--- src/rtl/spi_rx_pkg.sv ---
// rtl/spi_rx_pkg.sv - shared constants and FSM encoding for the SPI receive slave
// Holds register offsets, STATUS/CTRL bit positions and the receive FSM state type.
package spi_rx_pkg;

  // Register offsets on DataAdr[1:0]
  localparam logic [1:0] REG_STATUS = 2'd0;
  localparam logic [1:0] REG_DATA   = 2'd1;
  localparam logic [1:0] REG_CTRL   = 2'd2;
  localparam logic [1:0] REG_COUNT  = 2'd3;

  // STATUS bit positions
  localparam int STAT_NOTEMPTY = 0;
  localparam int STAT_FULL     = 1;
  localparam int STAT_OVR      = 2;
  localparam int STAT_BUSY     = 3;
  localparam int STAT_FERR     = 4;

  // CTRL bit positions (FLUSH and CLR are write-only pulses)
  localparam int CTRL_EN    = 0;
  localparam int CTRL_FLUSH = 1;
  localparam int CTRL_CLR   = 2;

  typedef enum logic [1:0] {
    FSM_IDLE  = 2'd0,
    FSM_SHIFT = 2'd1,
    FSM_PUSH  = 2'd2
  } fsm_state_t;

endpackage

--- src/rtl/rx_fifo.sv ---
// rtl/rx_fifo.sv - byte FIFO for received SPI data
// Ports: clk, reset (sync, active high); push/push_data write one byte;
// pop removes the head; flush empties the FIFO and takes priority over
// push/pop; head is the oldest byte; full/empty/count report occupancy.
module rx_fifo #(
  parameter int DEPTH = 4
) (
  input  logic                     clk,
  input  logic                     reset,
  input  logic                     push,
  input  logic [7:0]               push_data,
  input  logic                     pop,
  input  logic                     flush,
  output logic [7:0]               head,
  output logic                     full,
  output logic                     empty,
  output logic [$clog2(DEPTH):0]   count
);

  localparam int AW = $clog2(DEPTH);
  localparam logic [AW:0] FULL_CNT = DEPTH[AW:0];

  logic [7:0]    mem_q [DEPTH];
  logic [AW-1:0] wr_ptr_q, wr_ptr_d;
  logic [AW-1:0] rd_ptr_q, rd_ptr_d;
  logic [AW:0]   count_q, count_d;
  logic          do_push, do_pop;

  always_comb begin
    full  = (count_q == FULL_CNT);
    empty = (count_q == '0);
    do_pop  = pop && !empty;
    // A pop in the same cycle frees a slot, so a push into a full FIFO is accepted.
    do_push = push && (!full || do_pop);

    wr_ptr_d = wr_ptr_q;
    rd_ptr_d = rd_ptr_q;
    count_d  = count_q;
    if (flush) begin
      wr_ptr_d = '0;
      rd_ptr_d = '0;
      count_d  = '0;
    end else begin
      // DEPTH is a power of two, so pointer overflow is the modulo wrap.
      if (do_push) wr_ptr_d = wr_ptr_q + 1'b1;
      if (do_pop)  rd_ptr_d = rd_ptr_q + 1'b1;
      case ({do_push, do_pop})
        2'b10:   count_d = count_q + 1'b1;
        2'b01:   count_d = count_q - 1'b1;
        default: count_d = count_q;
      endcase
    end
  end

  always_ff @(posedge clk) begin
    if (reset) begin
      wr_ptr_q <= '0;
      rd_ptr_q <= '0;
      count_q  <= '0;
    end else begin
      wr_ptr_q <= wr_ptr_d;
      rd_ptr_q <= rd_ptr_d;
      count_q  <= count_d;
    end
  end

  // Storage needs no reset: contents are only visible when count_q says so.
  always_ff @(posedge clk) begin
    if (do_push && !flush && !reset) mem_q[wr_ptr_q] <= push_data;
  end

  assign head  = mem_q[rd_ptr_q];
  assign count = count_q;

endmodule

--- src/rtl/spi_slave_rx.sv ---
// rtl/spi_slave_rx.sv - SPI mode-0 receive slave with CPU register interface
// Ports: clk, reset (sync, active high); CPU side WriteData/DataAdr/MemWrite/cs
// (cs active low) and combinational ReadData; SPI side spi_sclk/spi_mosi/spi_cs_n
// (asynchronous, synchronized internally); rx_irq high while enabled and data waits.
module spi_slave_rx
  import spi_rx_pkg::*;
#(
  parameter int DEPTH       = 4,
  parameter int SYNC_STAGES = 2
) (
  input  logic        clk,
  input  logic        reset,
  input  logic [31:0] WriteData,
  input  logic [1:0]  DataAdr,
  input  logic        MemWrite,
  input  logic        cs,
  output logic [31:0] ReadData,
  input  logic        spi_sclk,
  input  logic        spi_mosi,
  input  logic        spi_cs_n,
  output logic        rx_irq
);

  localparam int CNT_W = $clog2(DEPTH) + 1;

  // Synchronizer chains; bit 0 takes the pin, the top bit is the usable value.
  logic [SYNC_STAGES-1:0] sclk_sync_q, sclk_sync_d;
  logic [SYNC_STAGES-1:0] mosi_sync_q, mosi_sync_d;
  logic [SYNC_STAGES-1:0] cs_sync_q,   cs_sync_d;
  logic                   sclk_prev_q, sclk_prev_d;
  logic                   cs_prev_q,   cs_prev_d;
  logic                   sclk_s, mosi_s, cs_s;
  logic                   sclk_rise, cs_fall;

  fsm_state_t state_q, state_d;
  logic [2:0] bit_cnt_q, bit_cnt_d;
  logic [7:0] shift_q, shift_d;
  logic       en_q, en_d;
  logic       ovr_q, ovr_d;
  logic       ferr_q, ferr_d;

  logic       push_req, ferr_set;
  logic       pop_req, ctrl_wr, flush_req, clr_req;

  logic [7:0]       fifo_head;
  logic             fifo_full, fifo_empty;
  logic [CNT_W-1:0] fifo_count;

  logic unused_wdata;
  assign unused_wdata = ^WriteData[31:3];

  always_comb begin
    sclk_sync_d    = sclk_sync_q << 1;
    sclk_sync_d[0] = spi_sclk;
    mosi_sync_d    = mosi_sync_q << 1;
    mosi_sync_d[0] = spi_mosi;
    cs_sync_d      = cs_sync_q << 1;
    cs_sync_d[0]   = spi_cs_n;
  end

  assign sclk_s      = sclk_sync_q[SYNC_STAGES-1];
  assign mosi_s      = mosi_sync_q[SYNC_STAGES-1];
  assign cs_s        = cs_sync_q[SYNC_STAGES-1];
  assign sclk_prev_d = sclk_s;
  assign cs_prev_d   = cs_s;
  assign sclk_rise   = sclk_s && !sclk_prev_q;
  assign cs_fall     = cs_prev_q && !cs_s;

  // CPU bus decode
  assign pop_req   = !cs && !MemWrite && (DataAdr == REG_DATA);
  assign ctrl_wr   = !cs &&  MemWrite && (DataAdr == REG_CTRL);
  assign flush_req = ctrl_wr && WriteData[CTRL_FLUSH];
  assign clr_req   = ctrl_wr && WriteData[CTRL_CLR];

  // Receive FSM
  always_comb begin
    state_d   = state_q;
    bit_cnt_d = bit_cnt_q;
    shift_d   = shift_q;
    push_req  = 1'b0;
    ferr_set  = 1'b0;
    case (state_q)
      FSM_IDLE: begin
        if (en_q && cs_fall) begin
          state_d   = FSM_SHIFT;
          bit_cnt_d = 3'd0;
        end
      end
      FSM_SHIFT: begin
        if (!en_q) begin
          // Disabling mid-frame silently abandons the partial byte.
          state_d   = FSM_IDLE;
          bit_cnt_d = 3'd0;
        end else if (cs_s) begin
          // Level test: also catches a frame end that arrived during PUSH.
          state_d   = FSM_IDLE;
          ferr_set  = (bit_cnt_q != 3'd0);
          bit_cnt_d = 3'd0;
        end else if (sclk_rise) begin
          shift_d   = {shift_q[6:0], mosi_s};
          bit_cnt_d = bit_cnt_q + 1'b1;
          if (bit_cnt_q == 3'd7) state_d = FSM_PUSH;
        end
      end
      FSM_PUSH: begin
        push_req = 1'b1;
        state_d  = FSM_SHIFT;
      end
      default: state_d = FSM_IDLE;
    endcase
  end

  // Control and sticky flags; a clear request wins over a same-cycle set.
  always_comb begin
    en_d   = ctrl_wr ? WriteData[CTRL_EN] : en_q;
    ovr_d  = ovr_q;
    ferr_d = ferr_q;
    if (clr_req) begin
      ovr_d  = 1'b0;
      ferr_d = 1'b0;
    end else begin
      // Full FIFO drops the byte unless a pop frees room or a flush discards all.
      if (push_req && fifo_full && !pop_req && !flush_req) ovr_d = 1'b1;
      if (ferr_set) ferr_d = 1'b1;
    end
  end

  always_ff @(posedge clk) begin
    if (reset) begin
      sclk_sync_q <= '0;
      mosi_sync_q <= '0;
      cs_sync_q   <= '1;
      sclk_prev_q <= 1'b0;
      cs_prev_q   <= 1'b1;
      state_q     <= FSM_IDLE;
      bit_cnt_q   <= 3'd0;
      shift_q     <= 8'd0;
      en_q        <= 1'b0;
      ovr_q       <= 1'b0;
      ferr_q      <= 1'b0;
    end else begin
      sclk_sync_q <= sclk_sync_d;
      mosi_sync_q <= mosi_sync_d;
      cs_sync_q   <= cs_sync_d;
      sclk_prev_q <= sclk_prev_d;
      cs_prev_q   <= cs_prev_d;
      state_q     <= state_d;
      bit_cnt_q   <= bit_cnt_d;
      shift_q     <= shift_d;
      en_q        <= en_d;
      ovr_q       <= ovr_d;
      ferr_q      <= ferr_d;
    end
  end

  rx_fifo #(.DEPTH(DEPTH)) u_fifo (
    .clk       (clk),
    .reset     (reset),
    .push      (push_req),
    .push_data (shift_q),
    .pop       (pop_req),
    .flush     (flush_req),
    .head      (fifo_head),
    .full      (fifo_full),
    .empty     (fifo_empty),
    .count     (fifo_count)
  );

  // Register read mux; silent unless this is a CPU load aimed at us.
  always_comb begin
    ReadData = 32'd0;
    if (!cs && !MemWrite) begin
      case (DataAdr)
        REG_STATUS: begin
          ReadData[STAT_NOTEMPTY] = !fifo_empty;
          ReadData[STAT_FULL]     = fifo_full;
          ReadData[STAT_OVR]      = ovr_q;
          ReadData[STAT_BUSY]     = (state_q != FSM_IDLE);
          ReadData[STAT_FERR]     = ferr_q;
        end
        REG_DATA:  if (!fifo_empty) ReadData[7:0] = fifo_head;
        REG_CTRL:  ReadData[CTRL_EN] = en_q;
        REG_COUNT: ReadData[CNT_W-1:0] = fifo_count;
        default:   ReadData = 32'd0;
      endcase
    end
  end

  assign rx_irq = en_q && !fifo_empty;

endmodule

--- config.mk ---
export PLATFORM = sky130hd
export DESIGN_NAME = spi_slave_rx
export DESIGN_NICKNAME = d
export VERILOG_FILES = /design/src/rtl/spi_rx_pkg.sv /design/src/rtl/rx_fifo.sv /design/src/rtl/spi_slave_rx.sv
export SDC_FILE = /design/constraint.sdc
export NUM_CORES = 1
export LEC_CHECK = 0
export BUFFER_PORTS_ARGS = -buffer_cell sky130_fd_sc_hd__buf_2
export CAP_MARGIN = 20
export CORE_MARGIN = 8
export CORE_UTILIZATION = 35
export DETAILED_ROUTE_END_ITERATION = 16
export GPL_ROUTABILITY_DRIVEN = 0
export HOLD_SLACK_MARGIN = 0.05
export SYNTH_ARGS = -nofsm -noshare
export SYNTH_HDL_FRONTEND = slang
export SYNTH_HIERARCHICAL = 1
export SYNTH_SLANG_ARGS = --single-unit
--- constraint.sdc ---
create_clock -name clk -period 3.68 [get_ports clk]
set_clock_uncertainty 0.05 [all_clocks]
set_input_delay 0.736 -clock clk [delete_from_list [all_inputs] [get_ports clk]]
set_output_delay 0.736 -clock clk [all_outputs]
set_load 0.005 [all_outputs]
==> impl_metrics.toml, run 1 <==
[status]
status = "finished clean"

[grt]
antenna_found_initial = 0
grt_use_total_pct = 9.03
grt_pass1_wl_um = 8250
grt_pass1_vias = 1695
grt-ovfl-total = 0
grt_max_degree = 29

[setup_path]
reg2reg_to = "u_fifo/count[2]$_SDFFE_PP0P_"
cp.arrival_ns = 3.12
end_kind = "flop"
start_kind = "input port"
critPathMaxFanout = 13
rr_startpoint = "u_fifo/count[1]$_SDFFE_PP0P_"
crit_type = "in2reg"
r2r_cells = 9
critPathRequiredTime_ns = 3.89
r2r_slack_ns = 1.17

[timing]
fin_crit_sh_pct = 79.0
post-route-min-period_ns = 2.91
finalHoldViolations = 0
worst_hold_slack_ns = 0.360
fmax_mhz = 344
slew_headroom_pct = 61.0
worst_pin_slew_ns = 0.584
tns_ns = 0
rsz0062_at_grt = "no"
setup_viol = 0
slew_violations = 0

[placement]
dp_hpwl_um = 3610
dpl_cell_area_um2 = 3110
port_buffers = 20

[route]
wl_um = 4970
drt_iter0_drc = 80
dr_total_vias = 1762
postRouteAntennaNets = 0
drtPass1Iterations = 4
drcViolationCount = 0
vias_per_cell = 4.66
wl_per_cell_um = 13.2

[power_and_ir_drop]
p_switching_w = 0.000281
pwr-share-clk_pct = 43.1
power_frac_seq_pct = 54.4
leakage_nw = 1.20
power_frac_comb_pct = 2.5
swShare_pct = 20.2
p_per_area_nw_per_um2 = 420
peakVddDrop_uv = 255
internal-power_w = 0.00111
power_w = 0.00139

[cts]
postCtsResizedCells = 0
cts_setup_buffers = 0
root_buffer = "clkbuf_8"
clkSlewWorstSetupHoldPaths_ns = 0.07
cts_tree = "done"
postCtsHoldBufs = 0
insertion_delay_ns = 0.33
htree_levels = 3
clock_sinks = 65
cts_buffers = 9
cts_max_path_buffers = 2

[floorplan]
io_pins = 74
core_um2 = 8550
die_width_um = 109
die_y_um = 109
dieArea_um2 = 11800
initial_core_util_pct = 35.2
rows = 34

[cells_and_area]
drive_gt1_share_pct = 22.2
final_common_cell = "dfxtp_1"
antennaDiodeCount = 0
design_area_um2 = 3320
mostFrequentLayoutCells = "33 x dfxtp_1, 32 x edfxtp_1, 24 x conb_1"
num-fill-cells = 824
areaGrowthSynthToFinish_pct = 10.1
layout.nets = 315

[min_path]
min_from = "cs_sync_q[0]$_SDFF_PP1_"
min_path_cells = 1
hold_class = "reg2reg"
hold_end = "cs_sync_q[1]$_SDFF_PP1_"

[synthesis]
synth_warnings = 6
synth_edf_count = 32
synth_cells = 243
synthesis.area_um2 = 3010
synth-seq-area-share_pct = 53.9
ys_types = 51
synth_ff_type = "dfxtp_1"
syn_avg_cell_area_um2 = 12.4
ys_async_sr_fraction_pct = 0
ys_seq_elements = 65

[run]
drv.max_cap_violation_count = 0
==> synthesized netlist by cell type (all sizes together) (2+ instances only) <==
cell type  instances  area share [%]
dfxtp             33              22
edfxtp            32              32
buf               30             7.4
nand2b            13             2.7
nor2b             12             2.5
inv               10             1.2
a21oi              9             1.5
mux2i              9             3.0
ha                 8             3.3
mux4               8             6.0
nor2               7            0.87
and2               6             1.4
o21ai              6             1.0
and3               5             1.2
or2                5             1.0
nand2              4            0.50
nand3              4            0.67
nand3b             4             1.0
a21o               3            0.79
clkbuf             3            0.37
nand4b             3            0.87
nor3               3            0.50
o21a               3            0.75
o31ai              3            0.91
and4bb             2            0.83
nor4b              2            0.79
or3                2            0.42
or4b               2            0.79
xor2               2            0.58
==> worst max-delay path by stage <==
stage,startpoint,to,slack [ns],cells after the start
after detailed placement,DataAdr[0],u_fifo/count[2]$_SDFFE_PP0P_,0.44,11
after global placement,DataAdr[0],u_fifo/count[2]$_SDFFE_PP0P_,0.47,11
final,DataAdr[0],u_fifo/count[2]$_SDFFE_PP0P_,0.77,11
after floorplan,DataAdr[1],u_fifo/count[2]$_SDFFE_PP0P_,0.71,11
after global routing,DataAdr[0],u_fifo/count[2]$_SDFFE_PP0P_,0.63,11
after CTS,flop,ReadData[4],0.75,5
==> cell type report <==
cell class | count | area [µm²] | share of cell area, %
sequential | 65 | 1620 | 48.9
multi-input combinational | 158 | 1200 | 36.3
inverter | 10 | 37.5 | 1.13
tap | 108 | 135 | 4.08
clock inverter | 3 | 17.5 | 0.528
timing repair buffer | 21 | 108 | 3.25
clock buffer | 13 | 191 | 5.77
==> per-stage QoR <==
| step | worst slack [ns] | utilization [%] | cells |
|---|---|---|---|
| after floorplan | 0.706 | - | 266 |
| after global placement | 0.468 | 36.3 | 362 |
| after detailed placement | 0.438 | 36.3 | 362 |
| after CTS | 0.750 | 38.8 | 378 |
| after global routing | 0.628 | 38.8 | 378 |
| final | 0.773 | 38.8 | 378 |
==> per-layer routing <==
layer	vias up	share of wire [%]	global-route usage (%)
li1	865	-	-
met1	845	43	10.6
met3	12	6.1	2.19
met2	40	49	14.6
met4	0	2.5	5.87
met5	-	0	0
==> critical path, cell delays in order <==
cell,delay (ns)
buf_2,0.17
nor4b_2,0.22
or4b_4,0.53
and2_4,0.20
inv_1,0.06
ha_1,0.17
inv_1,0.06
fa_1,0.37
xor2_1,0.15
or3_1,0.30
a21oi_1,0.14
==> sequential cells by signal (all words and copies together) (netlist names), named ones only <==
name and flops:
bit_cnt_q 3, ferr_q 1, sclk_sync_q 2, u_fifo/rd_ptr_q 2
en_q 1, u_fifo/count 3, u_fifo/mem_q 32, u_fifo/wr_ptr_q 2
cs_prev_q 1, mosi_sync_q 2, shift_q 8, state_q 2
cs_sync_q 2, sclk_prev_q 1, ovr_q 1
==> power groups by stage <==
stage | clock [W] | sequential, W | combinational (W)
finish | 0.000601 | 0.000757 | 0.0000346
global route | 0.000655 | 0.000757 | 0.0000387
CTS | 0.000618 | 0.000757 | 0.0000341
detailed placement | 0 | 0.000773 | 0.0000341
global placement | 0 | 0.000773 | 0.0000339
floorplan | 0 | 0.000773 | 0.0000424
==> cells by family after synthesis <==
logic type	synth area share [%]
multiplexers	9.35
AND/OR/NAND/NOR	16.6
other	0.125
flip-flops	53.9
XOR/XNOR	0.582
buffers and inverters	8.98
AO/OA/AOI/OAI	6.52
adder cells (fa/ha/maj)	3.99
Note: power is estimated with default switching activity, not from simulation.
==> run 2, diff against run 1 <==
- clock period: 3.68 -> 2.65 ns (I/O delays scaled with it)
==> impl_metrics.toml, run 2 (same netlist as run 1, synthesis figures left out) <==
[timing]
finalHoldViolations = 0
fin_crit_sh_pct = 92.4
tns_ns = 0
setup_viol = 0
post-route-min-period_ns = 2.45
slew_violations = 0
rsz0062_at_grt = "no"
fmax_mhz = 409

[power_and_ir_drop]
swShare_pct = 22.2
p_per_area_nw_per_um2 = 556
internal-power_w = 0.00147
power_frac_comb_pct = 2.8
leakage_nw = 1.26
pwr-share-clk_pct = 41.5
p_switching_w = 0.000419
peakVddDrop_uv = 336
power_frac_seq_pct = 55.7

[setup_path]
crit_buf_inv = 3
critPathMaxFanout = 5
cpPeakStageDelay_ns = 0.50
cp_top_family = "multiplexers"
r2r_slack_ns = 0.26
start_kind = "flop"
crit_path_cell_trace = "buf_4 > mux4_2 > inv_1 > a211o_1 > a21oi_1 > buf_2"
crit_type = "reg2out"
end_kind = "primary output"
cp.arrival_ns = 1.87
cpMaxStageDelayCell = "mux4_2"
critPathRequiredTime_ns = 2.07

[grt]
grt.busiest_layer = "met2"
grt-ovfl-total = 0
grt_max_degree = 29
gr-usage-met3_pct = 2.66
met2_usage_pct = 15.0
antenna_found_initial = 0
grt_use_total_pct = 9.17
grt_pass1_wl_um = 8340
use_met1_pct = 10.9
grt_pass1_vias = 1719

[cts]
htree_levels = 3
clock_sinks = 65
cts_buffers = 9
cts_max_path_buffers = 2
postCtsHoldBufs = 0
clkSlewWorstSetupHoldPaths_ns = 0.07
cts_tree = "done"
root_buffer = "clkbuf_8"
insertion_delay_ns = 0.33

[route]
postRouteAntennaNets = 0
dr_total_vias = 1798
drcViolationCount = 0
drt_iter0_drc = 82
wl_per_cell_um = 13.6
drtPass1Iterations = 4
vias_per_cell = 4.62
wl_um = 5300

[run]
drv.max_cap_violation_count = 0

[cells_and_area]
areaGrowthSynthToFinish_pct = 12.6
layout.nets = 326
largestRegisters = "u_fifo/mem_q: 32 flops, shift_q: 8 flops"
num-fill-cells = 832
register_area_um2 = 1620
antennaDiodeCount = 0
utilization_pct = 39.6
drive_gt1_share_pct = 27.0
multi_input_area_um2 = 1210
regMostFlops = "u_fifo/mem_q"
mostFrequentLayoutCells = "32 x dfxtp_1, 32 x edfxtp_1, 24 x conb_1"
largest_register_ffs = 32

[floorplan]
die_y_um = 109
initial_core_util_pct = 35.2
die_width_um = 109
rows = 34
core_um2 = 8550
dieArea_um2 = 11800
io_pins = 74

[status]
status = "finished clean"

[placement]
port_buffers = 20
dp_hpwl_um = 3850

[min_path]
hold_class = "in2reg"
run 2: worst reg2reg max path: cells and delay by family (launching register included):
kind	cells	cell delay [ns]
AO/OA/AOI/OAI	1	0.13
XOR/XNOR	1	0.15
adder cells (fa/ha/maj)	2	0.50
buffers and inverters	2	0.11
flip-flops	1	0.37
AND/OR/NAND/NOR	3	1.02
run 2: path summary, 6_finish.rpt:
kind | start | endpoint | cells after the start
setup / recovery | flop | ReadData[0] | 6
hold / removal | spi_cs_n | cs_sync_q[0]$_SDFF_PP1_ | 2
hold reg to reg | cs_sync_q[0]$_SDFF_PP1_ | cs_sync_q[1]$_SDFF_PP1_ | 1
setup reg to reg | u_fifo/count[0]$_SDFFE_PP0P_ | u_fifo/count[2]$_SDFFE_PP0P_ | 9
run 2: power by group through the flow:
stage	clock [W]	combinational, W	sequential [W]
6_report	0.000781	0.0000530	0.00105
5_1_grt	0.000837	0.0000586	0.00105
4_1_cts	0.000798	0.0000522	0.00105
3_5_place_dp	0	0.0000522	0.00107
3_3_place_gp	0	0.0000513	0.00107
2_1_floorplan	0	0.0000599	0.00107
run 2: what timing repair did:
item / 4_1_cts / 5_1_grt
gates cloned: 0 / 0
resized for setup: 1 / 1
endpoints found under the hold margin: 0 / 0
setup endpoints to repair: 4 / 1
setup buffers: 0 / 0
run 2: cell type report:
cell class	instances	share of cell area [%]
clock buffer	10	4.39
sequential	65	47.9
inverter	10	1.11
multi-input combinational	158	35.9
tap	108	3.99
clock inverter	6	1.14
timing repair buffer	32	5.61
run 2: layer usage:
layer | wire [µm] | up-vias
li1 | - | 889
met1 | 2360 | 859
met2 | 2540 | 41
met3 | 317 | 9
met4 | 85 | 0
met5 | 0 | -
run 2: stage by stage:
step	total power (W)	setup WS [ns]	hold WS, ns	cells	instance area, µm²
after floorplan	0.00113	0.00254	0.339	266	3110
after global routing	0.00195	0.0617	0.315	389	3390
after CTS	0.00190	0.00190	0.310	389	3390
after detailed placement	0.00113	-0.122	0.344	373	3190
final	0.00189	0.202	0.327	389	3390
after global placement	0.00112	-0.0995	0.342	373	3190
==> run 3, diff against run 2 <==
- PLACE_DENSITY: not set -> 0.54
- REMOVE_ABC_BUFFERS: not set -> 1
==> impl_metrics.toml, run 3 (same netlist as run 1, synthesis figures left out) <==
[floorplan]
rows = 34
die_y_um = 109
initial_core_util_pct = 35.2
core_um2 = 8550
die_width_um = 109
dieArea_um2 = 11800
io_pins = 74

[cts]
clkSlewWorstSetupHoldPaths_ns = 0.07
htree_levels = 3
cts_max_path_buffers = 2
root_buffer = "clkbuf_8"
cts_buffers = 9
clock_sinks = 65
cts_tree = "done"
postCtsHoldBufs = 0
insertion_delay_ns = 0.33

[timing]
post-route-min-period_ns = 2.45
fin_crit_sh_pct = 92.6
rsz0062_at_grt = "no"
setup_viol = 0
slew_violations = 0
finalHoldViolations = 0
fmax_mhz = 408

[setup_path]
end_kind = "flop"
crit_path_frequent_cell = "inv_1"
critPathMaxFanout = 2
cp.arrival_ns = 2.67
crit_path_cell_trace = "buf_2 > nor4b_2 > or4b_4 > and2_4 > inv_1 > ha_1 > inv_1 > fa_1 > xor2_1 > or3_1 > a21oi_1"
start_kind = "input port"
critPathRequiredTime_ns = 2.87
cpMaxStageDelayCell = "or4b_4"
crit_type = "in2reg"
cpPeakStageDelay_ns = 0.49

[min_path]
hold_class = "in2reg"

[grt]
grt_pass1_vias = 1790
grt_use_total_pct = 9.78
use_met1_pct = 12.0
grt-ovfl-total = 0
grt.busiest_layer = "met2"
grt_max_degree = 29
grt_pass1_wl_um = 8890
met2_usage_pct = 15.5
antenna_found_initial = 0
gr-usage-met3_pct = 2.66

[power_and_ir_drop]
peakVddDrop_uv = 274
leakage_nw = 1.27
p_per_area_nw_per_um2 = 565

[route]
drcViolationCount = 0
wl_um = 5380
dr_total_vias = 1807
vias_per_cell = 4.62
drt_iter0_drc = 58
postRouteAntennaNets = 0
wl_per_cell_um = 13.8
drtPass1Iterations = 4

[cells_and_area]
design_area_um2 = 3400
layout.nets = 328
areaGrowthSynthToFinish_pct = 12.9
drive_gt1_share_pct = 26.9
largest_register_ffs = 32
largestRegisters = "u_fifo/mem_q: 32 flops, shift_q: 8 flops"
mostFrequentLayoutCells = "32 x dfxtp_1, 32 x edfxtp_1, 24 x conb_1"
num-fill-cells = 829
antennaDiodeCount = 0
layout.cells.non_filler = 391
regMostFlops = "u_fifo/mem_q"

[placement]
dp_hpwl_um = 3950
dpl_cell_area_um2 = 3200
port_buffers = 20
placed_cells = 375

[status]
status = "finished clean"

[run]
drv.max_cap_violation_count = 0
-- run 3: cell types whose count changed in the layout (fill, tap and decap cells not counted), sizes merged --
cell and delta:
buf +2, bufinv +1, clkbuf -1, clkinv +1, inv -1
-- run 3: area by class of cell --
| type | count | area, µm² | area share [%] |
|---|---|---|---|
| well taps | 108 | 135 | 3.97 |
| repair buffers | 34 | 205 | 6.04 |
| inverters | 10 | 37.5 | 1.10 |
| flip-flops and latches | 65 | 1620 | 47.7 |
| clock buffers | 9 | 124 | 3.64 |
| multi-input cells | 158 | 1200 | 35.4 |
| clock inverters | 7 | 70.1 | 2.06 |
-- run 3: stage by stage --
step / TNS (ns) / hold WS, ns / utilization (%) / total power [W] / setup WS [ns]
after floorplan: -0.0370 / 0.339 / - / 0.00110 / -0.0370
after global placement: -0.132 / 0.341 / 37.5 / 0.00113 / -0.132
after detailed placement: -0.155 / 0.343 / 37.5 / 0.00113 / -0.155
after CTS: 0 / 0.304 / 39.7 / 0.00195 / 0.00930
after global routing: 0 / 0.314 / 39.8 / 0.00200 / 0.0752
final: 0 / 0.326 / 39.8 / 0.00192 / 0.197
-- run 3: worst max-delay path, delay by kind of cell --
family                     cells  cell delay, ns
AOI/OAI and AO/OA              1            0.14
buffers and inverters          3            0.20
xor gates and xnor gates       1            0.16
and+or+nand+nor                4            1.11
adders and majority gates      2            0.52
-- run 3: per-layer routing --
metal | part of all wire [%] | wire length [µm]
met4 | 2.1 | 114
met2 | 48 | 2560
met1 | 45 | 2430
met3 | 5.2 | 281
met5 | 0 | 0
-- run 3: worst paths after layout --
path / endpoint / startpoint / slack (ns) / depth (start not counted)
setup reg to reg: u_fifo/count[2]$_SDFFE_PP0P_ / u_fifo/count[1]$_SDFFE_PP0P_ / 0.27 / 9
setup / recovery: u_fifo/count[2]$_SDFFE_PP0P_ / DataAdr[0] / 0.20 / 11
hold / removal: cs_sync_q[0]$_SDFF_PP1_ / spi_cs_n / 0.33 / 2
hold reg to reg: cs_sync_q[1]$_SDFF_PP1_ / cs_sync_q[0]$_SDFF_PP1_ / 0.36 / 1
-- run 3: what timing repair did --
action                                  in CTS  in global routing
buffers inserted                             0                  0
gates resized for setup                      0                  1
endpoints found under the setup margin       0                  3
-- run 3: report_power, final --
part / internal (W) / switching (W) / leakage [nW]
logic: 0.0000211 / 0.0000320 / 0.582
clock network: 0.000434 / 0.000382 / 0.0994
registers: 0.00105 / 0.00000216 / 0.593
